[src/rtl/tawas_pkg.sv]
// Shared widths and writeback-source encoding for the Tawas core.
// Register file bypass is selected by the TAWAS_RF_BYPASS_EN macro in the users of this package.
package tawas_pkg;

  localparam int TAWAS_REG_IDX_W = 3;
  localparam int TAWAS_NUM_REGS  = 8;
  localparam int TAWAS_DATA_W    = 32;
  localparam int TAWAS_FLAGS_W   = 8;

  // Ordered by priority: a higher encoding wins a same-register collision.
  typedef enum logic [1:0] {
    WB_SRC_NONE = 2'd0,
    WB_SRC_IMM  = 2'd1,
    WB_SRC_AU   = 2'd2,
    WB_SRC_LS   = 2'd3
  } wb_src_e;

  function automatic wb_src_e wb_select(input logic ls_hit, input logic au_hit,
                                        input logic imm_hit);
    if (ls_hit)       return WB_SRC_LS;
    else if (au_hit)  return WB_SRC_AU;
    else if (imm_hit) return WB_SRC_IMM;
    else              return WB_SRC_NONE;
  endfunction

endpackage

[src/rtl/tawas_rf_scoreboard.sv]
// Busy scoreboard for outstanding loads and the registered writeback-hazard pulse.
// With TAWAS_RF_BYPASS_EN defined, busy also shows same-cycle clears.
module tawas_rf_scoreboard
  import tawas_pkg::*;
(
  input  logic                       clk,
  input  logic                       rst,
  input  logic                       pend_en,
  input  logic [TAWAS_REG_IDX_W-1:0] pend_reg,
  input  logic                       clr_en,
  input  logic [TAWAS_REG_IDX_W-1:0] clr_reg,
  input  logic                       au_wr_en,
  input  logic [TAWAS_REG_IDX_W-1:0] au_wr_reg,
  input  logic                       imm_wr_en,
  input  logic [TAWAS_REG_IDX_W-1:0] imm_wr_reg,
  output logic [TAWAS_NUM_REGS-1:0]  busy,
  output logic                       hazard
);

  logic [TAWAS_NUM_REGS-1:0] busy_reg;
  logic [TAWAS_NUM_REGS-1:0] busy_next;
  logic [TAWAS_NUM_REGS-1:0] set_vec;
  logic [TAWAS_NUM_REGS-1:0] clr_vec;
  logic                      hazard_reg;
  logic                      hazard_next;

  genvar gi;
  generate
    for (gi = 0; gi < TAWAS_NUM_REGS; gi++) begin : g_vec
      assign set_vec[gi] = pend_en && (pend_reg == TAWAS_REG_IDX_W'(gi));
      assign clr_vec[gi] = clr_en  && (clr_reg  == TAWAS_REG_IDX_W'(gi));
    end
  endgenerate

  // Set after clear so a back-to-back load to the same register stays busy.
  assign busy_next = (busy_reg & ~clr_vec) | set_vec;

  // Only committed AU/imm writes are judged; writes that lost arbitration are dropped silently.
  always_comb begin
    hazard_next = 1'b0;
    if (au_wr_en && busy_reg[au_wr_reg])
      hazard_next = 1'b1;
    if (imm_wr_en && busy_reg[imm_wr_reg])
      hazard_next = 1'b1;
    if (clr_en && !busy_reg[clr_reg])
      hazard_next = 1'b1;
  end

  always_ff @(posedge clk) begin
    if (rst) begin
      busy_reg   <= '0;
      hazard_reg <= 1'b0;
    end else begin
      busy_reg   <= busy_next;
      hazard_reg <= hazard_next;
    end
  end

`ifdef TAWAS_RF_BYPASS_EN
  assign busy = busy_reg & ~clr_vec;
`else
  assign busy = busy_reg;
`endif

  assign hazard = hazard_reg;

endmodule

[src/rtl/tawas_regfile.sv]
// Tawas architectural register file, flags register and load scoreboard wrapper.
// Define TAWAS_RF_BYPASS_EN to forward same-cycle writes to regdata/flags/reg_busy.
module tawas_regfile
  import tawas_pkg::*;
#(
  parameter logic [TAWAS_DATA_W-1:0]  REG_RESET   = 32'h0000_0000,
  parameter logic [TAWAS_FLAGS_W-1:0] FLAGS_RESET = 8'h00
) (
  input  logic                                   clk,
  input  logic                                   rst,
  input  logic                                   rf_imm_en,
  input  logic [TAWAS_REG_IDX_W-1:0]             rf_imm_reg,
  input  logic [TAWAS_DATA_W-1:0]                rf_imm,
  input  logic                                   wb_au_en,
  input  logic [TAWAS_REG_IDX_W-1:0]             wb_au_reg,
  input  logic [TAWAS_DATA_W-1:0]                wb_au_data,
  input  logic                                   wb_au_flags_en,
  input  logic [TAWAS_FLAGS_W-1:0]               wb_au_flags,
  input  logic                                   ls_pend_en,
  input  logic [TAWAS_REG_IDX_W-1:0]             ls_pend_reg,
  input  logic                                   wb_ls_en,
  input  logic [TAWAS_REG_IDX_W-1:0]             wb_ls_reg,
  input  logic [TAWAS_DATA_W-1:0]                wb_ls_data,
  output logic [TAWAS_NUM_REGS*TAWAS_DATA_W-1:0] regdata,
  output logic [TAWAS_FLAGS_W-1:0]               flags,
  output logic [TAWAS_NUM_REGS-1:0]              reg_busy,
  output logic                                   wb_hazard
);

  logic                     au_commit;
  logic                     imm_commit;
  logic [TAWAS_FLAGS_W-1:0] flags_reg;

  // A write commits only if no higher-priority source targets the same register.
  assign au_commit  = wb_au_en && !(wb_ls_en && (wb_ls_reg == wb_au_reg));
  assign imm_commit = rf_imm_en
                      && !(wb_ls_en && (wb_ls_reg == rf_imm_reg))
                      && !(wb_au_en && (wb_au_reg == rf_imm_reg));

  genvar gi;
  generate
    for (gi = 0; gi < TAWAS_NUM_REGS; gi++) begin : g_reg
      logic [TAWAS_DATA_W-1:0] data_reg;
      logic [TAWAS_DATA_W-1:0] data_next;
      wb_src_e                 src;

      assign src = wb_select(wb_ls_en  && (wb_ls_reg  == TAWAS_REG_IDX_W'(gi)),
                             wb_au_en  && (wb_au_reg  == TAWAS_REG_IDX_W'(gi)),
                             rf_imm_en && (rf_imm_reg == TAWAS_REG_IDX_W'(gi)));

      always_comb begin
        data_next = data_reg;
        case (src)
          WB_SRC_LS:  data_next = wb_ls_data;
          WB_SRC_AU:  data_next = wb_au_data;
          WB_SRC_IMM: data_next = rf_imm;
          default:    data_next = data_reg;
        endcase
      end

      always_ff @(posedge clk) begin
        if (rst)
          data_reg <= REG_RESET;
        else
          data_reg <= data_next;
      end

`ifdef TAWAS_RF_BYPASS_EN
      assign regdata[gi*TAWAS_DATA_W +: TAWAS_DATA_W] = data_next;
`else
      assign regdata[gi*TAWAS_DATA_W +: TAWAS_DATA_W] = data_reg;
`endif
    end
  endgenerate

  always_ff @(posedge clk) begin
    if (rst)
      flags_reg <= FLAGS_RESET;
    else if (wb_au_flags_en)
      flags_reg <= wb_au_flags;
  end

`ifdef TAWAS_RF_BYPASS_EN
  assign flags = wb_au_flags_en ? wb_au_flags : flags_reg;
`else
  assign flags = flags_reg;
`endif

  tawas_rf_scoreboard u_scoreboard (
    .clk        (clk),
    .rst        (rst),
    .pend_en    (ls_pend_en),
    .pend_reg   (ls_pend_reg),
    .clr_en     (wb_ls_en),
    .clr_reg    (wb_ls_reg),
    .au_wr_en   (au_commit),
    .au_wr_reg  (wb_au_reg),
    .imm_wr_en  (imm_commit),
    .imm_wr_reg (rf_imm_reg),
    .busy       (reg_busy),
    .hazard     (wb_hazard)
  );

endmodule

[config.mk]
export PLATFORM = sky130hd
export DESIGN_NAME = tawas_regfile
export DESIGN_NICKNAME = d
export VERILOG_FILES = /design/src/rtl/tawas_pkg.sv /design/src/rtl/tawas_rf_scoreboard.sv /design/src/rtl/tawas_regfile.sv
export SDC_FILE = /design/constraint.sdc
export NUM_CORES = 1
export LEC_CHECK = 0
export CAP_MARGIN = 0
export CORE_ASPECT_RATIO = 0.9
export CORE_UTILIZATION = 35
export CTS_BUF_LIST = sky130_fd_sc_hd__clkbuf_4
export DETAILED_ROUTE_END_ITERATION = 7
export HOLD_SLACK_MARGIN = 0.03
export SYNTH_ARGS = -nofsm -noshare
export SYNTH_HDL_FRONTEND = slang
export SYNTH_SLANG_ARGS = --single-unit
[constraint.sdc]
create_clock -name clk -period 5.5 [get_ports clk]
set_input_delay 0.55 -clock clk [delete_from_list [all_inputs] [get_ports clk]]
set_output_delay 0.55 -clock clk [all_outputs]
set_load 0.01 [all_outputs]
Word level (Yosys, flattened, before mapping) --
Index checks and enable logic that the tools add are counted.
Operators by class: magnitude comparators 3, eq/ne operators 55, reductions and logical operators 57, mux-type cells 41, bitwise gates (word level) 3
Operators by type and width (count):
- 32-bit case mux with 3 select lines | 8
- 3-bit == test (second input constant) | 16
- 1-bit logical AND | 41
- 2-bit == test (second input constant) | 16
- 2-bit two-way mux | 16
- 3-bit by 2-bit == test with 1-bit output (second input constant) | 8
- 3-bit nonzero test | 8
- 2-bit by 1-bit == test with 1-bit output (second input constant) | 8
- 1-bit two-way mux | 14
- 3-bit by 1-bit == test with 1-bit output (second input constant) | 4
- 3-bit logical NOT | 4
- 3-bit by 4-bit less-than comparator with 1-bit output (second input constant) | 3
- 1-bit binary-select mux with 3-bit select | 3
- 3-bit == test | 3
- 8-bit AND | 1
- 8-bit inverter | 1
- 8-bit bitwise OR | 1
- 1-bit logical NOT | 4
Word-level totals: logic and storage cells 170, input port bits 123, output and inout bits 273, register bits 273

Longest topological paths before layout --
word-level depth 8, depth in mapped cells 12, mapped depth without buffers 9

Cells and area by module --
From an unflattened synthesis, not the netlist that was laid out.
Unflattened totals: cells, all modules 1772, area total of the unflattened synthesis 14880.5 um^2
Modules (own cells, without submodules):
- tawas_regfile | times used 1, area each 14287.5 um^2, sequential area each 5285.1 um^2, cells each 1705
- tawas_rf_scoreboard | times used 1, area each 593.1 um^2, sequential area each 180.2 um^2, cells each 67

Worst setup path after synthesis --
No wires, ideal clock.
kind input -> register, start point input wb_ls_en, end point register g_reg[6].data_reg[23], stages 11, arrival time 2.412 ns, buffers on the path 3, data required time 5.372 ns, setup time 0.128 ns, path slack 2.961 ns, cell sequence clkbuf_1 > nor2b_1 > and3_1 > a31oi_1 > ha_1 > clkbuf_1 > clkbuf_1 > nor2b_1 > nor3_1 > a21oi_1 > nor2_1
On the way: longest elaborated chain between the ends 4, elaborated cells between the ends (all ways) 7, classes of those cells eq/ne: 3; mux: 2; reduce/logical: 2
Ends and longest elaborated chain:
- from (decl) | line tawas_regfile.sv:21 | input logic wb_ls_en,
- 1-bit logical AND (*) | line tawas_regfile.sv:47 | assign src = wb_select(wb_ls_en && (wb_ls_reg == TAWAS_REG_IDX_W'(gi)),
- 2-bit two-way mux (*) | line tawas_pkg.sv:20 | if (ls_hit) return WB_SRC_LS;
- 2-bit by 1-bit == test with 1-bit output or 2-bit == test (tied branches) | line tawas_regfile.sv:53 | case (src)
- 32-bit case mux with 3 select lines or 3-bit nonzero test (tied branches)
- to (signal assigned) | line tawas_regfile.sv:65 | data_reg <= data_next;
- to (decl) | line tawas_regfile.sv:43 | logic [TAWAS_DATA_W-1:0] data_reg;
Every way passes the cells marked *; elsewhere a longest branch is shown, timed or not. A chain may end at the register's enable or synchronous reset.

Final worst setup path --
start point input wb_ls_reg[0], end point register g_reg[2].data_reg[23]
On the way: longest elaborated chain between the ends 5, elaborated cells between the ends (all ways) 8, classes of those cells eq/ne: 4; mux: 2; reduce/logical: 2
Ends and longest elaborated chain:
- from (decl) | line tawas_regfile.sv:22 | input logic [TAWAS_REG_IDX_W-1:0] wb_ls_reg,
- 3-bit by 2-bit == test with 1-bit output (*) | line tawas_regfile.sv:47
- 1-bit logical AND (*) | line tawas_regfile.sv:47
- 2-bit two-way mux (*) | line tawas_pkg.sv:20
- 2-bit by 1-bit == test with 1-bit output or 2-bit == test (tied branches) | line tawas_regfile.sv:53
- 32-bit case mux with 3 select lines or 3-bit nonzero test (tied branches)
- to (signal assigned) | line tawas_regfile.sv:65
- to (decl) | line tawas_regfile.sv:43
Marks and branches as above.

==> summary.txt <==
Setup TNS Final -> 0 ns
largest family of logic cells by synthesized area -> simple AND/OR/NAND/NOR gates
initial core utilization -> 35.8%
worst slew pin tran -> 1.21 ns
placed cells -> 2679
Syn Inst Count -> 1989
die area -> 43900 sq um
fin worst setup slack -> 2.48 ns
Initial DRT Pass Iterations -> 8
DP HPWL -> 41.9 mm
GRT Total Usage -> 29.5%
share of layout cells above drive strength 1 -> 6.91%
max reg flops -> 256
RSZ-0062 raised after global routing -> no
clock skew -> 0.00889 ns
Post-Synth XOR/XNOR Area -> 0.522%
CTS tree -> done
Top Ports -> 396
root buf cell -> clkbuf_4
final core utilization -> 47.1%
initial antenna violation count -> 3
cell accounting for the most synthesized area -> dfxtp_1
Initial DRC Count -> 1674
Final Cycle Share -> 55.0%
Rel. slew slack -> 19.0%
post-CTS sizing -> 0
Core ar. -> 42100 sq um
failing checks -> design-rule violations
DP Area -> 18900 sq um
Overflow after GRT -> 0
Worst-Skew Late Latency -> 0.76 ns
first-pass GRT wire length -> 99.8 mm
total power -> 5.66 mW
die width -> 221 microns
Peak VDD IR -> 0.000127 V
R2R cell count -> 4
CP Capture Type -> register
vias in the first global route -> 16000
crit path time final -> 3.02 ns
Post-Syn Nets -> 2136
Simple-Gate Fraction of Synth Area -> 28.3%
leakage -> 7.05 nW
CTS sink cnt -> 273
Worst-path clk slew -> 0.07 ns
post-CTS setup buffers -> 0
dominant cells by area after synthesis -> dfxtp_1, a221oi_1, nor2b_1
CP Class -> in2reg
Layout Nets -> 2361
CP Launch Type -> input port
worst hold path class -> in2reg
synthesized area -> 15100 sq um
Antenna Nets Post-Route -> 0
post-synthesis mux area share -> 1.61%
DR vias/cell -> 6.03
CP arrival -> 3.63 ns
Final Setup Violations -> 0
CP required -> 6.11 ns
Max Cap Viol -> 0
pre-CTS setup slack -> 1.73 ns
fin area -> 19800 sq um
Placer Congestion -> 0.844
die height -> 199 microns
Layout area overhead -> 31.5%
CP Max Fanout -> 40
vias after detailed routing -> 16900
post-synthesis adder-cell area fraction -> 1.99%
final WL -> 66.7 mm
Port Buffers -> 395
Hold WS -> 0.342 ns
Bufs on Longest Clock Path -> 3
number of synthesized register bits -> 273
Synth Area in Compound Gates -> 24.2%
Seq/Total Area, Yosys -> 36.2%
DRC -> 23
largest net degree at the start of global routing -> 196
Final Non-Filler Cells -> 2809
fmax -> 331 MHz
Mean Syn Cell Area -> 7.59 sq um
CTS H-Tree Depth -> 3
PwrDens -> 285 nW/um^2
CTS buffer count -> 80
area share of the largest cell type after synthesis -> 36.2%
Site Rows -> 71
status -> finished with violations
yosys warns -> 0
setup slack, reg-to-reg -> 4.00 ns
Synth cell types -> 35
final number of max-transition violations -> 0
CTS Hold Bufs -> 0
final hold violation count -> 0
Hold Path Stages -> 2
routed len/inst -> 23.8 microns
==> placed cells by master, fill, tap and decap left out, types with 3 or more instances in the layout <==
| cell | n |
|---|---|
| a21oi_1 | 257 |
| a221oi_1 | 256 |
| a22oi_1 | 3 |
| a31oi_1 | 6 |
| a32oi_1 | 4 |
| and2_1 | 5 |
| buf_4 | 11 |
| clkbuf_4 | 108 |
| clkdlybuf4s50_1 | 394 |
| clkinv_1 | 15 |
| dfxtp_1 | 273 |
| diode_2 | 3 |
| ha_2 | 24 |
| inv_1 | 14 |
| mux2_1 | 3 |
| mux2_2 | 5 |
| mux2i_1 | 10 |
| nand2_1 | 18 |
| nand2b_1 | 3 |
| nand3_1 | 9 |
| nand4_1 | 8 |
| nor2_1 | 277 |
| nor2b_1 | 267 |
| nor3_1 | 258 |
| xnor2_1 | 9 |
==> path summary, 6_finish.rpt <==
check,to,startpoint
worst max-delay path,g_reg[2].data_reg[23],wb_ls_reg[0]
worst min-delay path,g_reg[5].data_reg[1],rst
worst max register to register,u_scoreboard.hazard,u_scoreboard.busy[2]
worst min register to register,g_reg[7].data_reg[24],g_reg[7].data_reg[24]
==> where the power goes <==
group	switching [mW]	total [mW]	internal, mW	leakage (nW)
Clock	0.920	1.91	0.989	0.557
Sequential	0.104	2.22	2.12	2.23
Combinational	0.860	1.53	0.669	4.26
Total	1.88	5.66	3.78	7.05
==> synthesized netlist by cell type (all sizes together) <==
library cell / count
xnor2: 9
nor3: 258
nand2: 18
buf: 62
ha: 24
nand3b: 2
dfxtp: 273
a221oi: 256
a22oi: 3
and3: 1
nor4: 1
a32oi: 4
a211o: 1
nor2: 277
and2: 5
nand2b: 3
a31oi: 6
inv: 15
o311ai: 1
nor4b: 2
nor2b: 267
a21oi: 257
mux2i: 10
a2111oi: 2
and2b: 1
nand3: 9
mux2: 8
nand4b: 1
nand4: 8
mux4: 2
clkbuf: 203
==> area by class of cell <==
class                           count  area (sq um)
Multi-Input combinational cell   1436          8620
Fill cell                        4219         22300
Clock inverter                     19           125
Tap cell                          547           684
Clock buffer                      108           811
Sequential cell                   273          5470
Timing Repair Buffer              408          4080
Antenna cell                        3          7.51
Inverter                           15          56.3
==> cell families after synthesis <==
family,after synthesis
AO/OA/AOI/OAI,530
XOR/XNOR,9
adder cells (fa/ha/maj),24
buffers and inverters,280
flip-flops,273
multiplexers,20
AND/OR/NAND/NOR,853
==> worst max-delay path, stage by stage <==
cell             delay, ns
clkdlybuf4s50_1       0.77
nor2b_1               0.19
and2_1                0.18
a31oi_1               0.28
ha_2                  0.86
buf_4                 0.45
nor3_1                0.11
a21oi_1               0.15
nor2_1                0.06
==> layer usage <==
layer / vias up / part of all wire, % / track usage, %
li1: 7676 / - / -
met1: 8152 / 42 / 38.1
met2: 964 / 44 / 46.3
met3: 153 / 9.9 / 7.33
met4: 0 / 3.8 / 13.4
met5: - / 0 / 0
(Power assumes the default switching activity.)
